## config.mk

```make
export PLATFORM = sky130hd
export DESIGN_NAME = mai_wr_arbiter
export DESIGN_NICKNAME = d
export VERILOG_FILES = /design/src/rtl/mai_wr_arbiter.sv
export SDC_FILE = /design/constraint.sdc
export NUM_CORES = 1
export LEC_CHECK = 0
export CORE_AREA = 4 4 101 103
export CTS_BUF_LIST = sky130_fd_sc_hd__clkbuf_4
export DETAILED_ROUTE_END_ITERATION = 7
export DIE_AREA = 0 0 105 107
export GPL_ROUTABILITY_DRIVEN = 0
export MAX_ROUTING_LAYER = met4
export PLACE_DENSITY = 0.78
export SLEW_MARGIN = 40
export SYNTH_ARGS = -nofsm -noshare
export SYNTH_HDL_FRONTEND = slang
export SYNTH_SLANG_ARGS = --single-unit
export TNS_END_PERCENT = 20
```

## constraint.sdc

```tcl
create_clock -name clk -period 1.5 [get_ports clk]
set_input_delay 0.15 -clock clk [delete_from_list [all_inputs] [get_ports clk]]
set_output_delay 0.15 -clock clk [all_outputs]
set_load 0.02 [all_outputs]
```

## src/rtl/mai_wr_arbiter.sv

```systemverilog
// mai_wr_arbiter: shares the single MAC write port between the IF and DM requesters.
// Define MAI_QOS_AGING_EN to let a losing requester's effective QoS grow with each lost arbitration.
//
// state | meaning
// IDLE  | no owner; arbitrate any pending command into grant
// CMD   | owner's command forwarded to the MAC until accepted
// DATA  | owner's data beats forwarded, counted down to the last beat
module mai_wr_arbiter #(
   parameter int AW = 32,
   parameter int DW = 32,
   parameter int MW = 4
) (
   input  logic          clk,
   input  logic          reset,
   input  logic          iIF_ValidWr,
   input  logic [AW-1:0] iIF_AddrWr,
   input  logic [3:0]    iIF_TagWr,
   input  logic [2:0]    iIF_IdWr,
   input  logic [1:0]    iIF_LenWr,
   input  logic [3:0]    iIF_QoSWr,
   output logic          oIF_ReadyWr,
   input  logic          iIF_DValidWr,
   input  logic [DW-1:0] iIF_DataWr,
   input  logic [MW-1:0] iIF_MaskWr,
   input  logic          iIF_EoD,
   output logic          oIF_DReadyWr,
   input  logic          iDM_ValidWr,
   input  logic [AW-1:0] iDM_AddrWr,
   input  logic [3:0]    iDM_TagWr,
   input  logic [2:0]    iDM_IdWr,
   input  logic [1:0]    iDM_LenWr,
   input  logic [3:0]    iDM_QoSWr,
   output logic          oDM_ReadyWr,
   input  logic          iDM_DValidWr,
   input  logic [DW-1:0] iDM_DataWr,
   input  logic [MW-1:0] iDM_MaskWr,
   input  logic          iDM_EoD,
   output logic          oDM_DReadyWr,
   output logic          oMAC_ValidWr,
   output logic [AW-1:0] oMAC_AddrWr,
   output logic [3:0]    oMAC_TagWr,
   output logic [2:0]    oMAC_IdWr,
   output logic [1:0]    oMAC_LenWr,
   output logic [3:0]    oMAC_QoSWr,
   input  logic          iMAC_ReadyWr,
   output logic          oMAC_DValidWr,
   output logic [DW-1:0] oMAC_DataWr,
   output logic [MW-1:0] oMAC_MaskWr,
   output logic          oMAC_EoD,
   input  logic          iMAC_DReadyWr,
   output logic [1:0]    oGrant,
   output logic          oErr
);

   typedef enum logic [1:0] {IDLE = 2'd0, CMD = 2'd1, DATA = 2'd2} stateT;

   stateT         state;
   logic [1:0]    grant;
   logic          rrPtr;
   logic [2:0]    beatCnt;
   logic          errPulse;

   logic [3:0]    effIf, effDm;
   logic          ifWins;
   logic          ownDm;
   logic          ownValid, ownDValid, ownEoD;
   logic [AW-1:0] ownAddr;
   logic [3:0]    ownTag, ownQoS;
   logic [2:0]    ownId;
   logic [1:0]    ownLen;
   logic [DW-1:0] ownData;
   logic [MW-1:0] ownMask;

   assign ownDm     = grant[1];
   assign ownValid  = ownDm ? iDM_ValidWr  : iIF_ValidWr;
   assign ownAddr   = ownDm ? iDM_AddrWr   : iIF_AddrWr;
   assign ownTag    = ownDm ? iDM_TagWr    : iIF_TagWr;
   assign ownId     = ownDm ? iDM_IdWr     : iIF_IdWr;
   assign ownLen    = ownDm ? iDM_LenWr    : iIF_LenWr;
   assign ownQoS    = ownDm ? iDM_QoSWr    : iIF_QoSWr;
   assign ownDValid = ownDm ? iDM_DValidWr : iIF_DValidWr;
   assign ownData   = ownDm ? iDM_DataWr   : iIF_DataWr;
   assign ownMask   = ownDm ? iDM_MaskWr   : iIF_MaskWr;
   assign ownEoD    = ownDm ? iDM_EoD      : iIF_EoD;

`ifdef MAI_QOS_AGING_EN
   logic [3:0] ageIf, ageDm;

   function automatic logic [3:0] satAdd(input logic [3:0] a, input logic [3:0] b);
      logic [4:0] s;
      s = {1'b0, a} + {1'b0, b};
      return s[4] ? 4'd15 : s[3:0];
   endfunction

   assign effIf = satAdd(iIF_QoSWr, ageIf);
   assign effDm = satAdd(iDM_QoSWr, ageDm);

   // Winner's age clears; a requester that was waiting and lost ages by one.
   always_ff @(posedge clk) begin
      if (reset) begin
         ageIf <= '0;
         ageDm <= '0;
      end else if (state == IDLE && (iIF_ValidWr || iDM_ValidWr)) begin
         if (ifWins) begin
            ageIf <= '0;
            if (iDM_ValidWr) ageDm <= satAdd(ageDm, 4'd1);
         end else begin
            ageDm <= '0;
            if (iIF_ValidWr) ageIf <= satAdd(ageIf, 4'd1);
         end
      end
   end
`else
   assign effIf = iIF_QoSWr;
   assign effDm = iDM_QoSWr;
`endif

   assign ifWins = iIF_ValidWr &
                   (~iDM_ValidWr | (effIf > effDm) | ((effIf == effDm) & ~rrPtr));

   always_ff @(posedge clk) begin
      if (reset) begin
         state    <= IDLE;
         grant    <= 2'b00;
         rrPtr    <= 1'b0;
         beatCnt  <= 3'd0;
         errPulse <= 1'b0;
      end else begin
         errPulse <= 1'b0;
         unique case (state)
            IDLE: begin
               if (iIF_ValidWr || iDM_ValidWr) begin
                  grant <= ifWins ? 2'b01 : 2'b10;
                  state <= CMD;
               end
            end
            CMD: begin
               if (ownValid && iMAC_ReadyWr) begin
                  beatCnt <= (ownLen == 2'd0) ? 3'd4 : {1'b0, ownLen};
                  state   <= DATA;
               end
            end
            DATA: begin
               // The burst ends on the internal count; the requester's EoD is only audited.
               if (ownDValid && iMAC_DReadyWr) begin
                  errPulse <= ownEoD != (beatCnt == 3'd1);
                  beatCnt  <= beatCnt - 3'd1;
                  if (beatCnt == 3'd1) begin
                     state <= IDLE;
                     grant <= 2'b00;
                     rrPtr <= grant[0];
                  end
               end
            end
            default: state <= IDLE;
         endcase
      end
   end

   always_comb begin
      oMAC_ValidWr  = 1'b0;
      oMAC_AddrWr   = '0;
      oMAC_TagWr    = '0;
      oMAC_IdWr     = '0;
      oMAC_LenWr    = '0;
      oMAC_QoSWr    = '0;
      oMAC_DValidWr = 1'b0;
      oMAC_DataWr   = '0;
      oMAC_MaskWr   = '0;
      oMAC_EoD      = 1'b0;
      oIF_ReadyWr   = 1'b0;
      oDM_ReadyWr   = 1'b0;
      oIF_DReadyWr  = 1'b0;
      oDM_DReadyWr  = 1'b0;
      if (state == CMD) begin
         oMAC_ValidWr = ownValid;
         if (ownValid) begin
            oMAC_AddrWr = ownAddr;
            oMAC_TagWr  = ownTag;
            oMAC_IdWr   = ownId;
            oMAC_LenWr  = ownLen;
            oMAC_QoSWr  = ownQoS;
         end
         oIF_ReadyWr = grant[0] & iMAC_ReadyWr;
         oDM_ReadyWr = grant[1] & iMAC_ReadyWr;
      end
      if (state == DATA) begin
         oMAC_DValidWr = ownDValid;
         if (ownDValid) begin
            oMAC_DataWr = ownData;
            oMAC_MaskWr = ownMask;
            oMAC_EoD    = beatCnt == 3'd1;
         end
         oIF_DReadyWr = grant[0] & iMAC_DReadyWr;
         oDM_DReadyWr = grant[1] & iMAC_DReadyWr;
      end
   end

   assign oGrant = grant;
   assign oErr   = errPulse;

endmodule
```

* After elaboration in Yosys (flattened, before gate mapping)
Index checks and enable logic that the tools add are counted.
** Storage, ports and cells
- Flip-flop bits (word level) :: 9
- Output and inout port bits :: 91
- Logic and storage cells :: 84
** Operators by class
- Add/subtract/negate cells :: 1
- Order comparisons :: 1
- Equality and inequality tests :: 9
- Multiplexer cells :: 44
- Bitwise logic cells :: 12
- Reductions and logical operators :: 12
** Operators by type and width (count)
- $mux 32 :: 6
- $mux 4 :: 9
- $mux 2 :: 9
- $mux 3 :: 6
- $mux 1 :: 11
- $ne 2x2->1 const B :: 4
- $reduce_and 4->1 :: 2
- $and 1x1->1 :: 6
- $pmux 2 s3 :: 1
- $pmux 3 s2 :: 1
- $reduce_and 3->1 :: 2
- $eq 4x4->1 :: 1
- $gt 4x4->1 :: 1
- $logic_not 2->1 :: 2
- $not 1->1 :: 4
- $pmux 2 s2 :: 1
- $reduce_bool 2->1 :: 2
- $eq 3x1->1 const B :: 1
- $reduce_or 3->1 :: 1
- $sub 3x1->3 const B :: 1
- $eq 2x1->1 const B :: 1
- $eq 2x2->1 const B :: 1
- $logic_and 1x1->1 :: 2
- $or 1x1->1 :: 2
- 2 further kinds :: 2

* Longest topological paths before layout
Gate-level depths: netlist (run 1).
- Depth after elaboration :: 7
- Depth in mapped cells :: 6
- Gate-level depth less buffers :: 6

* Worst setup path before layout (run 1)
Ideal clock, no wire load.
- Kind :: register to output
- Start :: reg grant[1], in the netlist oGrant[1]
- End :: out oMAC_AddrWr[22]
- Arrival time :: 1.465 ns
- Required time :: 1.350 ns
- Setup slack :: -0.115 ns
- Cell stages (with the launch flop) :: 7
- Cells stage by stage :: dfxtp_1 buf_6 mux2_4 nand3b_1 buf_4 buf_4 nor2_1
** On the way
- Word-level cells in the longest chain between the ends :: 3
** RTL lines
- start: declaration :: line 58 : logic [1:0] grant;
- start signal: assignment :: line 133 : grant <= ifWins ? 2'b01 : 2'b10;
- $mux 32 / $mux 1 (equally long branches) :: line 76, 75
- $mux 32 * :: line 177 : if (ownValid) begin
- $mux 32 * :: line 175 : if (state == CMD) begin
- end: declaration :: line 40 : output logic [AW-1:0] oMAC_AddrWr,
Every way passes the cells marked *; elsewhere a longest branch is shown, timed or not.

* Worst setup path in the final report (run 1)
- Start :: reg grant[1], in the netlist oGrant[1]
- End :: out oMAC_DataWr[18]
** On the way
- Word-level cells in the longest chain between the ends :: 3
** RTL lines
- $mux 32 / $mux 1 (equally long branches) :: line 82, 81
- $mux 32 * :: line 189 : if (ownDValid) begin
- $mux 32 * :: line 187 : if (state == DATA) begin
- end: declaration :: line 47 : output logic [DW-1:0] oMAC_DataWr,
Marks and branches as above.

==> flow_summary.ini, run 1 <==
[synthesis]
synth_top_area_share = 0.433
seq_area_frac_synth = 0.0917
netlist_area_sq_um = 1970
ys_ff_latch = 9
syn-num-nets = 442
synth_area_leader_cell = mux2i_1
synth.avg_cell_area_sq_um = 7.45
synth_compound_area_frac = 0.0592
synth_adder_area_share = 0.0382
synth.area.mux_share = 0.452
synthXorXnorAreaFrac = 0.00446
synth_top_family_by_area = multiplexers
ys_types = 38
yosysWarnings = 0
synth-async-reset-ratio = 0
syn_inst = 264
synth.area.top_cells = mux2i_1, nor2_1, dfxtp_1
synth_simple_gate_area_frac = 0.260
synth_ff_type = dfxtp_1
synth_edf_count = 0

[pwr]
peakVddDrop_v = 0.000338
switching_share = 0.370
p_int_mw = 1.43
p_leak_nw = 2.27
p_clk_frac = 0.088
power_density_nw_per_um2 = 427
p_sw_mw = 0.838
pwr-share-seq = 0.118
combPwrFrac = 0.794

[timing]
slew_violations = 0
setup_viol = 87
fmax_ghz = 0.546
hold_viol = 0
tightest_slew_ns = 0.271
setup_slack_ns = -0.331
fin_crit_ns = 1.83
setup-tns-final_ns = -23.22
fin_crit_sh = 1.22
relSlewSlack = 0.814
finalClockSkew_ns = 0.00718
hold_slack_ns = 0.515
rsz0062_at_grt = true

[layout]
register_area_sq_um = 186
fillers = 797
drive_above_1_share = 0.365
area_delta_synth_final_pct = 170
diodes = 0
utilization = 0.576
multi_input_area_sq_um = 1780
final_net_count = 738

[status]
failed_checks = setup timing
status = complete, but fails checks

[clocking]
clk_pin_slew_worst_paths_ns = 0.07
cts_max_path_buffers = 2
cts_buffers = 3
cts_tree = yes
cts_root_buf = clkbuf_4
ctsHoldBuffers = 0
ctsHtreeMaxLevel = 1
clkSinkCount = 9
clkLatencyLatePin_ns = 0.27

[hold_path]
hp-class = flop to flop
hold_path_startpoint = beatCnt[1]
hold_path_end = beatCnt[1]
hold_path_depth = 2

[route]
drtIter0Drc = 75
m1WireLength_um = 4720
drc_errors = 0
via_count = 3032
ant_nets = 0
wl_met3_um = 799
highest_layer = met4
viasPerCell = 4.53
drtPass1Iterations = 4
wl_met2_um = 6500
wl_per_cell_um = 18.2
totalWireLength_um = 12200

[critical_path]
worstPathArrival_ns = 1.68
critPathRequiredTime_ns = 1.35
timing.rr.start = oGrant[1]
r2r_cells = 7
critPathKind = flop to output port
r2r_end = oGrant[1]
start_kind = flop
reg2reg_slack_ns = -0.06
cp_max_fo = 13
end_kind = output port

[grt]
grt_start_max_net_pins = 17
grt_antenna_before_repair = 0
grt_pass1_wl_um = 17300
track_usage = 0.197
grt_pass1_vias = 3078
overflow = 0

[floorplanning]
die_area_sq_um = 11200
start_util = 0.214
chipHeight_um = 107
io_pins = 263
fp-row-count = 35
core_sq_um = 9200
die_w_um = 105

[placed_design]
io_buffers = 262
dp_hpwl_um = 9760

[run]
maxCapViolCount = 0
-- state kept, by name, indices dropped and copies added, names as in the netlist --
register  flops
beatCnt       3
state         2
rrPtr         1
oErr          1
oGrant        2
-- layout by cell type, fill, tap and decap left out, types with 4 or more instances in the layout --
master           netlist  routed
dfxtp_1                9       6
nor2_4                 0       5
nor2_2                 0      40
buf_6                  4      45
nor2_1                89      44
ha_1                   6       6
nand2_1                4       4
mux2i_1               85      83
buf_2                  7      20
buf_12                 0       9
inv_1                  9       9
buf_4                  8      56
clkdlybuf4s50_1        0     173
-- routing by layer --
metal  track usage  vias to the layer above
met2         0.371                      134
met4        0.0300                        0
li1              -                     1495
met1         0.220                     1389
met5             -                        -
met3        0.0379                       14
-- worst max-delay path, cell delays in order, from the launching register on --
cell and delay (ns):
dfxtp_4 0.36, buf_6 0.13, mux2i_4 0.19, nand2b_4 0.18, buf_12 0.14, buf_16 0.14, nor2_2 0.13, buf_6 0.13
-- through the flow --
step	setup slack, ns	cell area [sq um]	instances	power, mW
after floorplan	-0.0262	2060	264	1.01
after global placement	-0.659	5040	655	1.85
after detailed placement	-0.716	5040	655	1.88
after CTS	-0.357	5140	667	2.20
after global routing	-0.383	5300	670	2.37
final	-0.331	5300	670	2.26
-- synth_stat cells (all sizes together), types with 2 or more instances --
| cell type | count |
|---|---|
| a21oi | 4 |
| and2 | 2 |
| and3 | 2 |
| buf | 20 |
| dfxtp | 9 |
| ha | 6 |
| inv | 11 |
| mux2i | 86 |
| nand2 | 4 |
| nand2b | 4 |
| nand3b | 3 |
| nor2 | 89 |
| nor3 | 3 |
| nor3b | 2 |
| nor4 | 2 |
| o21ai | 3 |
-- cell families (layout without fill, tap and decap cells) --
group	after synthesis	in the layout
and+or+nand+nor	116	116
AOI/OAI and AO/OA	14	14
xor gates and xnor gates	1	1
adders and majority gates	6	6
DFF	9	9
muxes	87	87
buffers and inverters	31	326
-- layout make-up --
class,count,share of cell area
clock buffers,3,0.00425
clock inverters,1,0.000944
well taps,111,0.0262
flip-flops and latches,9,0.0352
multi-input cells,224,0.336
inverters,11,0.00779
repair buffers,311,0.589
-- power by group through the flow --
stage               Combinational [mW]  Clock [mW]  Sequential (mW)
finish                            1.80       0.198            0.268
global route                      1.89       0.210            0.269
CTS                               1.73       0.207            0.268
detailed placement                1.60           0            0.272
global placement                  1.58           0            0.272
floorplan                        0.732           0            0.277
-- worst max-delay path by stage --
stage | end | slack, ns | depth (start not counted) | from
2_1_floorplan | oMAC_DataWr[22] | -0.03 | 6 | oGrant[1]
3_3_place_gp | oMAC_QoSWr[3] | -0.66 | 7 | iDM_ValidWr
3_5_place_dp | oMAC_AddrWr[19] | -0.72 | 7 | iDM_ValidWr
4_1_cts | oMAC_QoSWr[3] | -0.36 | 7 | oGrant[1]
5_1_grt | oMAC_DataWr[14] | -0.38 | 7 | oGrant[1]
6_report | oMAC_DataWr[18] | -0.33 | 7 | oGrant[1]
-- repair_timing --
action,4_1_cts,5_1_grt
gates cloned,4,1
setup buffers,4,2
endpoints found under the setup margin,95,94
pin swaps,5,2
gates resized for setup,454,42
(Power assumes the default switching activity.)
==> run 2: changes to the inputs <==
--- a/config.mk
+++ b/config.mk
@@ -12,7 +12,6 @@
 export GPL_ROUTABILITY_DRIVEN = 0
 export MAX_ROUTING_LAYER = met4
 export PLACE_DENSITY = 0.78
-export SLEW_MARGIN = 40
 export SYNTH_ARGS = -nofsm -noshare
 export SYNTH_HDL_FRONTEND = slang
 export SYNTH_SLANG_ARGS = --single-unit
==> results of run 2 <==
Same layout as run 1: the final DEF is identical, and so are final timing and power.
==> run 3: changes to the inputs <==
--- a/config.mk
+++ b/config.mk
@@ -12,6 +12,7 @@
 export GPL_ROUTABILITY_DRIVEN = 0
 export MAX_ROUTING_LAYER = met4
 export PLACE_DENSITY = 0.78
+export REMOVE_ABC_BUFFERS = 1
 export SYNTH_ARGS = -nofsm -noshare
 export SYNTH_HDL_FRONTEND = slang
 export SYNTH_SLANG_ARGS = --single-unit
==> flow_summary.ini, run 3 (synthesis gave the netlist of run 1 again) <==
[pwr]
p_sw_mw = 0.839
p_clk_frac = 0.092
pwr-share-seq = 0.119
peakVddDrop_v = 0.000237
p_leak_nw = 2.25
combPwrFrac = 0.789
p_int_mw = 1.39
power_density_nw_per_um2 = 425
switching_share = 0.377

[timing]
fin_crit_ns = 1.82
tightest_slew_ns = 0.334
setup_viol = 89
fmax_ghz = 0.551
rsz0062_at_grt = true
hold_viol = 0
setup_slack_ns = -0.316
relSlewSlack = 0.771
finalClockSkew_ns = 0.00807
slew_violations = 0
fin_crit_sh = 1.21

[floorplanning]
die_w_um = 105
core_sq_um = 9200
chipHeight_um = 107
io_pins = 263
start_util = 0.214
fp-row-count = 35
die_area_sq_um = 11200

[clocking]
clkLatencyLatePin_ns = 0.28
clkSinkCount = 9
ctsHoldBuffers = 0
cts_tree = yes
clk_pin_slew_worst_paths_ns = 0.07
ctsHtreeMaxLevel = 1
cts_root_buf = clkbuf_4
cts_buffers = 3
cts_max_path_buffers = 2

[layout]
mostFrequentLayoutCells = clkdlybuf4s50_1, mux2i_1, nor2_1
utilization = 0.570
top_register = beatCnt
largest_reg_flops = 3
drive_above_1_share = 0.332
area_delta_synth_final_pct = 167
final_net_count = 736
final_common_cell = clkdlybuf4s50_1
diodes = 0

[critical_path]
slowest_stage = dfxtp_4
critPathRequiredTime_ns = 1.35
path_cells = buf_12, mux2i_4, nand2b_4, buf_12, buf_8, nor2_4, buf_6
max_stage_delay_ns = 0.37
critPathKind = flop to output port
cp_max_fo = 7
start_kind = flop
end_kind = output port
worstPathArrival_ns = 1.67
cpMostUsedCell = buf_12

[run]
maxCapViolCount = 0

[grt]
grt_antenna_before_repair = 0
use_met3 = 0.0614
grt_util_met1 = 0.212
overflow = 0
track_usage = 0.203
use_met2 = 0.375
grt_start_max_net_pins = 14
grt_pass1_vias = 3190
grt-busiest-layer = met2
grt_pass1_wl_um = 17600

[route]
drc_errors = 0
viasPerCell = 4.58
via_count = 3057
drtIter0Drc = 108
ant_nets = 0
totalWireLength_um = 12200
wl_per_cell_um = 18.3
drtPass1Iterations = 4

[placed_design]
io_buffers = 262
dp_hpwl_um = 9700
dp_slack_ns = -0.616

[status]
failed_checks = setup timing
status = complete, but fails checks

[hold_path]
hp-class = input port to flop
run 3: cell types whose count changed in the layout (fill, tap and decap cells not counted), sizes merged:
cell,delta
dlygate4sd2,-1
clkbuf,+1
bufbuf,-2
run 3: layout make-up:
cell class	instances	area (sq um)
flip-flops and latches	9	184
inverters	11	41.3
clock inverters	1	5.00
repair buffers	309	2990
fillers	837	3950
clock buffers	3	22.5
multi-input cells	224	1860
well taps	111	139
run 3: critical path, delay by kind of cell, from the launching register on:
kind	cells	cell delay [ns]
buffers and inverters	4	0.56
DFF	1	0.37
muxes	1	0.17
and+or+nand+nor	2	0.28
run 3: routing by layer:
layer,part of all wire,wire length (um),vias up
met5,0,0,-
met4,0.023,285,0
li1,-,-,1488
met1,0.38,4590,1374
met3,0.090,1100,22
met2,0.51,6230,173
run 3: power groups by stage:
stage | clock [mW] | sequential (mW) | combinational, mW
floorplan | 0 | 0.371 | 0.606
global placement | 0 | 0.275 | 1.53
detailed placement | 0 | 0.275 | 1.55
CTS | 0.210 | 0.266 | 1.62
global route | 0.222 | 0.268 | 1.86
finish | 0.204 | 0.266 | 1.76
run 3: per-stage QoR:
step,power (mW),instance area [sq um],TNS (ns),hold slack [ns],cells
detailed placement,1.82,4920,-43.70,0.486,655
floorplan,0.977,1820,-310.66,0.212,244
global route,2.35,5240,-29.01,0.516,668
CTS,2.10,4980,-22.13,0.499,666
finish,2.23,5240,-22.09,0.502,668
global placement,1.81,4920,-41.26,0.480,655
run 3: final timing paths:
check        cells past startpoint       start         endpoint  slack, ns
max                              7   oGrant[1]  oMAC_DataWr[10]      -0.32
min                              2       reset            rrPtr       0.50
max reg2reg                      8   oGrant[1]       beatCnt[2]      -0.15
min reg2reg                      2  beatCnt[1]       beatCnt[1]       0.50
run 3: what timing repair did:
item,4_1_cts,5_1_grt
pin swaps,6,7
gates cloned,5,2
resized for setup,428,53
setup buffers,2,0
setup endpoints to repair,94,96
